File: src/rtl/logic_cfg_sequencer.sv
// Shares the programmable-logic write port between CPU passthrough and a preset ROM loader (40 writes per preset).
// CFG_SEQ_TIMEOUT_EN adds a pl_ready watchdog that aborts a load and raises a sticky error.
module logic_cfg_sequencer #(
    parameter int NUM_GATES      = 8,
    parameter int REGS_PER_GATE  = 5,
    parameter int PRESET_W       = 2,
    parameter int TIMEOUT_CYCLES = 255
) (
    input  logic                  clk,
    input  logic                  reset,
    input  logic                  cpu_valid,
    input  logic [15:0]           cpu_addr,
    input  logic [31:0]           cpu_wdata,
    input  logic [3:0]            cpu_wstrb,
    output logic                  cpu_ready,
    output logic [31:0]           cpu_rdata,
    input  logic                  load_start,
    input  logic [PRESET_W-1:0]   preset_sel,
    output logic [PRESET_W+5:0]   rom_addr,
    input  logic [7:0]            rom_data,
    output logic                  pl_valid,
    output logic [15:0]           pl_addr,
    output logic [31:0]           pl_wdata,
    output logic [3:0]            pl_wstrb,
    input  logic                  pl_ready,
    input  logic [31:0]           pl_rdata,
    output logic                  busy,
    output logic                  done,
    output logic                  error
);
    typedef enum logic [2:0] {
        S_IDLE, S_FETCH, S_WAIT, S_WRITE, S_ACK, S_DONE
    } state_t;

    state_t              state;
    logic [2:0]          gate;
    logic [2:0]          regn;
    logic [PRESET_W-1:0] preset;
    logic                pending;
    logic [7:0]          rom_q;
    logic                ld_valid;
    logic [15:0]         ld_addr;
    logic [31:0]         ld_wdata;
    logic [3:0]          ld_wstrb;
    logic [5:0]          entry;
    logic                cpu_owner;
    logic                grant;
    logic                last_reg;
    logic                last_gate;
`ifdef CFG_SEQ_TIMEOUT_EN
    logic [7:0]          tmo_cnt;
    logic                error_q;
`endif

    assign entry     = {1'b0, gate, 2'b00} + {3'b000, gate} + {3'b000, regn};
    assign rom_addr  = {preset, entry};
    assign last_reg  = (regn == 3'(REGS_PER_GATE - 1));
    assign last_gate = (gate == 3'(NUM_GATES - 1));
    assign cpu_owner = (state == S_IDLE);

    // Ownership may only move once the CPU has no transaction outstanding.
    assign grant = cpu_owner && (load_start || pending) && (!cpu_valid || pl_ready);

    assign pl_valid  = cpu_owner ? cpu_valid : ld_valid;
    assign pl_addr   = cpu_owner ? cpu_addr  : ld_addr;
    assign pl_wdata  = cpu_owner ? cpu_wdata : ld_wdata;
    assign pl_wstrb  = cpu_owner ? cpu_wstrb : ld_wstrb;
    assign cpu_ready = cpu_owner && cpu_valid && pl_ready;
    assign cpu_rdata = pl_rdata;

    always_ff @(posedge clk or posedge reset) begin
        if (reset) begin
            state    <= S_IDLE;
            gate     <= '0;
            regn     <= '0;
            preset   <= '0;
            pending  <= 1'b0;
            rom_q    <= '0;
            ld_valid <= 1'b0;
            ld_addr  <= '0;
            ld_wdata <= '0;
            ld_wstrb <= '0;
            busy     <= 1'b0;
            done     <= 1'b0;
`ifdef CFG_SEQ_TIMEOUT_EN
            tmo_cnt  <= '0;
            error_q  <= 1'b0;
`endif
        end else begin
            done <= 1'b0;
            case (state)
                S_IDLE: begin
                    if (load_start) begin
                        preset <= preset_sel;
`ifdef CFG_SEQ_TIMEOUT_EN
                        error_q <= 1'b0;
`endif
                    end
                    if (grant) begin
                        state   <= S_FETCH;
                        busy    <= 1'b1;
                        pending <= 1'b0;
                    end else if (load_start) begin
                        pending <= 1'b1;
                    end
                end
                S_FETCH: state <= S_WAIT;
                S_WAIT: begin
                    rom_q <= rom_data;
                    state <= S_WRITE;
                end
                S_WRITE: begin
                    ld_addr  <= {5'b0, gate, 5'b0, regn};
                    ld_wdata <= {24'b0, rom_q};
                    ld_wstrb <= 4'b0001;
                    ld_valid <= 1'b1;
                    state    <= S_ACK;
`ifdef CFG_SEQ_TIMEOUT_EN
                    tmo_cnt  <= '0;
`endif
                end
                S_ACK: begin
                    if (pl_ready) begin
                        ld_valid <= 1'b0;
                        if (last_reg) begin
                            regn <= '0;
                            if (last_gate) begin
                                gate  <= '0;
                                state <= S_DONE;
                                done  <= 1'b1;
                            end else begin
                                gate  <= gate + 3'd1;
                                state <= S_FETCH;
                            end
                        end else begin
                            regn  <= regn + 3'd1;
                            state <= S_FETCH;
                        end
                    end
`ifdef CFG_SEQ_TIMEOUT_EN
                    else if (tmo_cnt == 8'(TIMEOUT_CYCLES - 1)) begin
                        ld_valid <= 1'b0;
                        error_q  <= 1'b1;
                        busy     <= 1'b0;
                        gate     <= '0;
                        regn     <= '0;
                        state    <= S_IDLE;
                    end else begin
                        tmo_cnt <= tmo_cnt + 8'd1;
                    end
`endif
                end
                S_DONE: begin
                    busy  <= 1'b0;
                    state <= S_IDLE;
                end
                default: state <= S_IDLE;
            endcase
        end
    end

`ifdef CFG_SEQ_TIMEOUT_EN
    assign error = error_q;
`else
    assign error = 1'b0 & (TIMEOUT_CYCLES != 0);
`endif
endmodule

File: config.mk
export PLATFORM = sky130hd
export DESIGN_NAME = logic_cfg_sequencer
export DESIGN_NICKNAME = d
export VERILOG_FILES = /design/src/rtl/logic_cfg_sequencer.sv
export SDC_FILE = /design/constraint.sdc
export NUM_CORES = 1
export LEC_CHECK = 0
export ABC_AREA = 1
export BUFFER_PORTS_ARGS = -buffer_cell sky130_fd_sc_hd__clkbuf_2
export CORE_AREA = 2 2 104 106
export CTS_CLUSTER_SIZE = 40
export DETAILED_ROUTE_END_ITERATION = 8
export DIE_AREA = 0 0 106 108
export PLACE_DENSITY_LB_ADDON = 0.25
export SYNTH_ARGS = -nofsm -noshare
export SYNTH_HDL_FRONTEND = slang
export SYNTH_SLANG_ARGS = --single-unit
File: constraint.sdc
create_clock -name clk -period 4.9 [get_ports clk]
set_input_delay 1.225 -clock clk [delete_from_list [all_inputs] [get_ports clk]]
set_output_delay 1.225 -clock clk [all_outputs]
set_load 0.02 [all_outputs]
==> impl_metrics.toml, run 1 <==
[status]
outcome = "finished clean"

[final_layout]
design_area_um2 = 3129
layout-drive-gt1-share_pct = 32.30
fillers = 1146
antenna_cells = 0
final_common_cell = "clkbuf_2"
stdcell_count = 588
fin_nets = 562
layout.area.seq_um2 = 950.9
multiInputGateArea_um2 = 977.2
finish.utilization_pct = 30.59
syn_to_final_growth_pct = 25.11
final_cell_mix = "clkbuf_2, nand2_1, inv_1, nor2_1, dfrtp_1"

[pwr]
switching_share_pct = 50.53
p_sw_mw = 0.9184
p_per_area_nw_per_um2 = 580.8
power_mw = 1.818
internal_power_mw = 0.8992
p_comb_share_pct = 57.6
peakVddDrop_mv = 0.1930
leakagePower_nw = 2.008
p_seq_share_pct = 27.6
pwr-share-clk_pct = 14.8

[synth]
yosysSeqAreaShare_pct = 38.02
netlist_area_um2 = 2501
synth.area.top_cells = "dfrtp_1, nand2_1, buf_4"
syn-num-nets = 468
syn_avg_cell_area_um2 = 7.006
yosys.area.top_type = "dfrtp_1"
synthFlopType = "dfrtp_1"
postSynthRegisterBits = 38
yosysTopAreaCellShare_pct = 38.02
synth_cells = 357
synth-edff-count = 0
async_flop_share_pct = 100.0
yosysWarnings = 0
ys_types = 20

[route]
vias = 2381
totalWireLength_um = 7340
wl_met1_um = 2802
wl_per_cell_um = 12.48
viasPerCell = 4.049
met2WireLength_um = 3869
highest_layer = "met4"
dr.pass1.iters = 4
wl_met3_um = 410
ant_nets = 0
drtIter0Drc = 77
route.detailed.drc = 0

[worst_setup_path]
r2r_slack_ns = 2.96
cp-start-kind = "register"
cpMaxStageDelayCell = "fa_1"
cp.required_ns = 3.67
r2r_start = "state[2]$_DFFE_PP0P_"
cp-end-kind = "primary output"
path_buf_inv = 3
cp_top_family = "adder cells"
critical_path_class = "reg2out"
crit_arrival_ns = 2.25
cp-startpoint = "gate[0]$_DFFE_PP0P_"
r2r_cells = 3
slowest_delay_ns = 0.54
crit_path_cell_trace = "inv_1 -> fa_1 -> inv_1 -> fa_1 -> xor2_1 -> clkbuf_2"
r2r-end = "ld_wdata[6]$_DFFE_PP0N_"
cp_max_fo = 5

[placed_design]
dp.cells = 580
hpwl_um = 5850
io_buffers = 130
pre_cts_ws_ns = 1.757
gp_congestion = 0.7921
place_area_um2 = 3015

[timing]
setup_ws_ns = 1.428
fin_tns_setup_ns = 0
max_clock_freq_mhz = 288.0
hold_ws_ns = 0.4498
rsz0062_at_grt = "false"
slew-limit-headroom_pct = 25.76
period_needed_ns = 3.472
worst_pin_slew_ns = 1.110
final_hold_viol_count = 0
drv_slew = 0
skew_ns = 0.006693
setup_viol = 0
timing.final.crit_share_pct = 70.87

[floorplan]
die_w_um = 106
die-height_um = 108
start_util_pct = 24.45
io_pins = 196
row_count = 37
core_um2 = 10230
die-area_um2 = 11450

[min_path]
holdPathEnd = "ld_wstrb[0]$_DFFE_PP0N_"
hold_depth = 2
hp-start = "ld_wstrb[0]$_DFFE_PP0N_"
hold_path_class = "reg2reg"

[grt]
first_global_vias = 2291
grt_overflow_total = 0
grt_pass1_wl_um = 11600
grt_use_total_pct = 12.89
grt_max_degree = 43
antenna_found_initial = 0

[clock_tree]
cts_tree = "built"
cts_repair_resize_count = 0
htreeDepth = 2
cts_made_buffers = 5
clockRootBuffer = "clkbuf_8"
clk_path_buf_depth = 2
clk_latency_ns = 0.29
holdBufCountCts = 0
postCtsSetupRepairBufs = 0
cts_sinks = 38
path_clk_slew_ns = 0.08

[run]
timing.max_cap.violations = 0
[sequential cells by signal (all words and copies together), names as in the netlist]
| register | count |
|---|---|
| ld_wstrb | 1 |
| rom_q | 8 |
| ld_addr | 6 |
| done | 1 |
| ld_wdata | 8 |
| state | 3 |
| ld_valid | 1 |
| preset | 2 |
| regn | 3 |
| pending | 1 |
| busy | 1 |
| gate | 3 |
[synth_stat cells, types with 2 or more instances]
| cell | number |
|---|---|
| ha_1 | 10 |
| a21oi_1 | 11 |
| nand2_1 | 90 |
| o21ai_0 | 23 |
| nor3_1 | 2 |
| buf_2 | 8 |
| buf_4 | 36 |
| fa_1 | 2 |
| dfrtp_1 | 38 |
| inv_2 | 2 |
| nor2_1 | 54 |
| inv_1 | 65 |
| nand3_1 | 9 |
[tightest hold or removal path, stage by stage, from the launching register on]
cell	delay, ns
dfrtp_1	0.32
inv_1	0.04
nand2_1	0.06
[how the worst max path moves through the flow]
stage                     cells after the start           to
after CTS                                     6  rom_addr[3]
final                                         6  rom_addr[3]
after global routing                          7  rom_addr[5]
after global placement                        6  rom_addr[3]
after floorplan                               5  rom_addr[3]
after detailed placement                      6  rom_addr[3]
[layout make-up]
| cell class | instances | area share (%) |
|---|---|---|
| multi-input cells | 207 | 31.23 |
| flip-flops and latches | 38 | 30.39 |
| repair buffers | 132 | 21.27 |
| inverters | 67 | 8.037 |
| well taps | 136 | 5.438 |
| clock buffers | 5 | 2.199 |
| clock inverters | 3 | 1.439 |
[per-layer routing]
layer,vias to the layer above,track usage [%]
met3,24,2.291
met5,-,0
met2,80,24.61
li1,1206,-
met4,0,5.921
met1,1071,13.81
[power by group through the flow]
stage	Sequential (mW)	Clock [mW]	Combinational (mW)
floorplan	0.505	0	0.781
global placement	0.506	0	1.06
detailed placement	0.509	0	1.07
CTS	0.503	0.279	1.08
global route	0.521	0.293	1.18
finish	0.502	0.269	1.05
[logic make-up (layout without fill, tap and decap cells)]
group	count (synthesis)	count (layout)	share of synthesized area, %
AND/OR/NAND/NOR	159	159	25.16
buffers and inverters	112	207	22.91
flip-flops	38	38	38.02
AO/OA/AOI/OAI	34	34	6.803
adder cells (fa/ha/maj)	12	12	6.603
other	1	1	0.1499
XOR/XNOR	1	1	0.3502
No activity file was read; power rests on OpenSTA's default activity.
==> run 2: changes to the inputs <==
==> constraint.sdc (replaced) <==
create_clock -name clk -period 3.2 [get_ports clk]
set_input_delay 0.8 -clock clk [delete_from_list [all_inputs] [get_ports clk]]
set_output_delay 0.8 -clock clk [all_outputs]
set_load 0.02 [all_outputs]
==> run 2 against run 1 <==
  * Register-to-register slack lost 1.2 ns
  * Worst hold slack is essentially flat
  * Core utilization grew 0.15 points
  * Largest cell class unchanged
  * Routed wire length shrank 0.94%
  * Sequential share of layout area shrank 0.15 points
  * Cell count grew 0.17%
  * Combinational power grew 54%
  * Largest power group unchanged
  * First-iteration DRC count grew 47%
  * Final area grew 0.48%
==> impl_metrics.toml, run 2 (synthesis gave the netlist of run 1 again) <==
[pwr]
switching_share_pct = 49.99
p_comb_share_pct = 58.0
p_per_area_nw_per_um2 = 888.5
peakVddDrop_mv = 0.2469
p_sw_mw = 1.397
leakagePower_nw = 2.025
pwr-share-clk_pct = 14.4
p_seq_share_pct = 27.6
power_mw = 2.794
internal_power_mw = 1.397

[clock_tree]
cts_sinks = 38
path_clk_slew_ns = 0.08
postCtsSetupRepairBufs = 0
htreeDepth = 2
cts_made_buffers = 5
cts_tree = "built"
clk_latency_ns = 0.29
holdBufCountCts = 0
clockRootBuffer = "clkbuf_8"
cts_repair_resize_count = 0
clk_path_buf_depth = 2

[final_layout]
stdcell_count = 589
reg_top3 = "ld_wdata: 8 flops, rom_q: 8 flops, ld_addr: 6 flops"
syn_to_final_growth_pct = 25.71
layout-drive-gt1-share_pct = 32.45
fillers = 1143
finish.utilization_pct = 30.73
fin_nets = 563
final_common_cell = "clkbuf_2"
antenna_cells = 0
final_cell_mix = "clkbuf_2, nand2_1, inv_1, nor2_1, dfrtp_1"

[grt]
grt_use_total_pct = 12.76
use_met2_pct = 24.84
first_global_vias = 2422
grt_max_degree = 43
grt_overflow_total = 0
use_met1_pct = 12.79
top_usage_layer = "met2"
use_met3_pct = 2.532
antenna_found_initial = 0
grt_pass1_wl_um = 11490

[worst_setup_path]
crit_arrival_ns = 2.23
cp-end-kind = "primary output"
cp-start-kind = "register"
cp_max_fo = 5
cp.required_ns = 2.40
r2r-end = "state[0]$_DFFE_PP0P_"
r2r_cells = 6
critical_path_class = "reg2out"
r2r_slack_ns = 1.72
r2r_start = "state[1]$_DFFE_PP0P_"

[timing]
setup_ws_ns = 0.1681
setup_viol = 0
timing.final.crit_share_pct = 94.75
final_hold_viol_count = 0
fin_tns_setup_ns = 0
drv_slew = 0
skew_ns = 0.005818
rsz0062_at_grt = "false"
max_clock_freq_mhz = 329.8
period_needed_ns = 3.032

[status]
outcome = "finished clean"

[route]
ant_nets = 0
wl_per_cell_um = 12.34
totalWireLength_um = 7271
dr.pass1.iters = 4
route.detailed.drc = 0
drtIter0Drc = 113
vias = 2385
viasPerCell = 4.049

[run]
timing.max_cap.violations = 0

[floorplan]
start_util_pct = 24.45
row_count = 37
die_w_um = 106
io_pins = 196
core_um2 = 10230
die-area_um2 = 11450
die-height_um = 108

[placed_design]
hpwl_um = 5910
dp.cells = 581
io_buffers = 130
gp_congestion = 0.7850
pre_cts_ws_ns = 0.4675

[min_path]
hp-start = "ld_wstrb[0]$_DFFE_PP0N_"
holdPathEnd = "ld_wstrb[0]$_DFFE_PP0N_"
hold_path_class = "reg2reg"
hold_depth = 2
run 2: changes by cell type in the layout (fill, tap and decap cells not counted):
cell,before,now
clkinv_2,0,2
clkinvlp_4,2,0
buf_12,0,1
run 2: critical path, cell delays in order (launching register included):
cell and delay, ns:
dfrtp_1 0.42, inv_1 0.10, fa_1 0.53, inv_1 0.07, fa_1 0.46, xor2_1 0.18, clkbuf_2 0.19
run 2: power by group through the flow:
stage	registers, mW	logic, mW	clock network [mW]
4_1_cts	0.771	1.67	0.417
3_3_place_gp	0.773	1.65	0
5_1_grt	0.799	1.83	0.434
6_report	0.770	1.62	0.402
3_5_place_dp	0.781	1.66	0
2_1_floorplan	0.773	1.20	0
run 2: worst max path at each step:
stage	depth (start not counted)	from	endpoint
3_5_place_dp	6	gate[0]$_DFFE_PP0P_	rom_addr[3]
5_1_grt	7	gate[0]$_DFFE_PP0P_	rom_addr[5]
4_1_cts	6	gate[0]$_DFFE_PP0P_	rom_addr[3]
2_1_floorplan	5	gate[0]$_DFFE_PP0P_	rom_addr[3]
6_report	6	gate[0]$_DFFE_PP0P_	rom_addr[3]
3_3_place_gp	6	gate[0]$_DFFE_PP0P_	rom_addr[3]
run 2: layout make-up:
class | count | area, µm² | share of cell area (%)
clock buffers | 5 | 68.82 | 2.189
clock inverters | 3 | 40.04 | 1.273
inverters | 67 | 251.5 | 7.998
multi-input cells | 207 | 977.2 | 31.08
flip-flops and latches | 38 | 950.9 | 30.24
well taps | 136 | 170.2 | 5.412
repair buffers | 133 | 685.7 | 21.81
run 2: metrics by stage:
stage / cell area (µm²) / hold slack, ns
2_1_floorplan: 2501 / 0.4190
3_3_place_gp: 3035 / 0.4332
3_5_place_dp: 3035 / 0.4399
4_1_cts: 3144 / 0.4594
5_1_grt: 3144 / 0.4924
6_report: 3144 / 0.4500
run 2: metal layers:
layer  up-vias  routed length, µm
met2        77               3775
met4         0                291
li1       1205                  -
met3        26                440
met1      1077               2764
met5         -                  0
==> run 3: changes to the inputs <==
==> constraint.sdc (replaced) <==
create_clock -name clk -period 3.2 [get_ports clk]
set_input_delay 0.32 -clock clk [delete_from_list [all_inputs] [get_ports clk]]
set_output_delay 0.32 -clock clk [all_outputs]
set_load 0.02 [all_outputs]
==> run 3 against run 2 <==
  * Flip-flop and latch count unchanged
  * Critical path type unchanged
  * Core utilization down 0.29 points
  * Non-clock buffer count unchanged
  * First-iteration DRC count down 45%
  * Worst setup slack better by 0.51 ns
  * Count of clock-buffer cells in the layout up 2
  * Fmax up 20%
  * Register-to-register slack worse by 0.13 ns
  * Routed wire length up 0.88%
  * Largest cell class unchanged
  * Combinational power about the same
==> impl_metrics.toml, run 3 (synthesis gave the netlist of run 1 again) <==
[grt]
grt_max_degree = 40
grt_overflow_total = 0
first_global_vias = 2390
grt_pass1_wl_um = 11590
grt_use_total_pct = 12.87
antenna_found_initial = 0

[worst_setup_path]
crit_arrival_ns = 2.21
cp.required_ns = 2.88
path_buf_inv = 3
cp_top_family = "adder cells"
critical_path_class = "reg2out"
cpMaxStageDelayCell = "fa_1"
cp-start-kind = "register"
slowest_delay_ns = 0.54
cp_max_fo = 5
cp-end-kind = "primary output"
crit_path_cell_trace = "inv_1 -> fa_1 -> inv_1 -> fa_1 -> xor2_1 -> clkbuf_2"

[final_layout]
final_common_cell = "clkbuf_2"
fillers = 1142
antenna_cells = 0
stdcell_count = 589
syn_to_final_growth_pct = 24.51
reg_top3 = "ld_wdata: 8 flops, rom_q: 8 flops, ld_addr: 6 flops"
fin_nets = 563
layout-drive-gt1-share_pct = 32.23
final_cell_mix = "clkbuf_2, nand2_1, inv_1, nor2_1, dfrtp_1"

[timing]
fin_tns_setup_ns = 0
slew-limit-headroom_pct = 39.66
worst_pin_slew_ns = 0.9041
skew_ns = 0.003227
timing.final.crit_share_pct = 78.94
rsz0062_at_grt = "false"
final_hold_viol_count = 0
setup_viol = 0
setup_ws_ns = 0.6740
drv_slew = 0
max_clock_freq_mhz = 395.9
hold_ws_ns = 0.2036
period_needed_ns = 2.526

[pwr]
leakagePower_nw = 2.010
peakVddDrop_mv = 0.2172
p_per_area_nw_per_um2 = 868.6
power_mw = 2.705

[floorplan]
row_count = 37
die-height_um = 108
die_w_um = 106
core_um2 = 10230
die-area_um2 = 11450
io_pins = 196
start_util_pct = 24.45

[route]
ant_nets = 0
totalWireLength_um = 7335
route.detailed.drc = 0
drtIter0Drc = 62
wl_per_cell_um = 12.45
viasPerCell = 4.087
dr.pass1.iters = 4
vias = 2407

[clock_tree]
path_clk_slew_ns = 0.07
clk_path_buf_depth = 2
postCtsSetupRepairBufs = 0
cts_made_buffers = 5
cts_repair_resize_count = 0
holdBufCountCts = 0
cts_sinks = 38
cts_tree = "built"
clockRootBuffer = "clkbuf_8"
htreeDepth = 2
clk_latency_ns = 0.28

[min_path]
hold_path_class = "in2async"

[placed_design]
pre_cts_ws_ns = 0.9684
hpwl_um = 5992
io_buffers = 130
gp_congestion = 0.7869
dp.cells = 581

[status]
outcome = "finished clean"

[run]
timing.max_cap.violations = 0
-- run 3: cell types whose count changed in the layout (fill, tap and decap cells not counted), sizes merged --
| cell | change |
|---|---|
| clkbuf | +2 |
| bufinv | -1 |
| clkinv | -1 |
-- run 3: power by group --
group          switching, mW  internal [mW]
logic                   1.11          0.486
clock network          0.168          0.174
registers              0.105          0.662
-- run 3: worst paths after layout --
path / startpoint / end / slack, ns / depth (start not counted)
setup / recovery: gate[0]$_DFFE_PP0P_ / rom_addr[3] / 0.67 / 6
setup reg to reg: state[1]$_DFFE_PP0P_ / busy$_DFFE_PP0P_ / 1.59 / 6
hold reg to reg: ld_wstrb[0]$_DFFE_PP0N_ / ld_wstrb[0]$_DFFE_PP0N_ / 0.46 / 2
hold / removal: reset / regn[2]$_DFFE_PP0P_ / 0.20 / 2
min in group clk: preset_sel[0] / preset[0]$_DFFE_PP0P_ / 0.24 / 3
max in group asynchronous: reset / ld_addr[0]$_DFFE_PP0N_ / 2.24 / 3
-- run 3: per-stage QoR --
stage	cell area [µm²]	utilization, %
final	3114	30.44
after global placement	3023	29.55
after CTS	3114	30.44
after floorplan	2501	-
after detailed placement	3023	29.55
after global routing	3114	30.44
-- run 3: metal layers --
layer	share of wire [%]	GRT usage (%)
met5	0	0
met4	3.5	6.579
met3	5.5	2.471
met2	53	24.47
met1	38	13.47
-- run 3: final cells by class --
type                            instances  area, µm²  area share, %
Sequential cell                        38      950.9          30.53
Tap cell                              136      170.2          5.464
Multi-Input combinational cell        207      977.2          31.38
Clock buffer                            7      86.33          2.772
Timing Repair Buffer                  133      673.1          21.62
Inverter                               67      251.5          8.076
Clock inverter                          1      5.005         0.1607
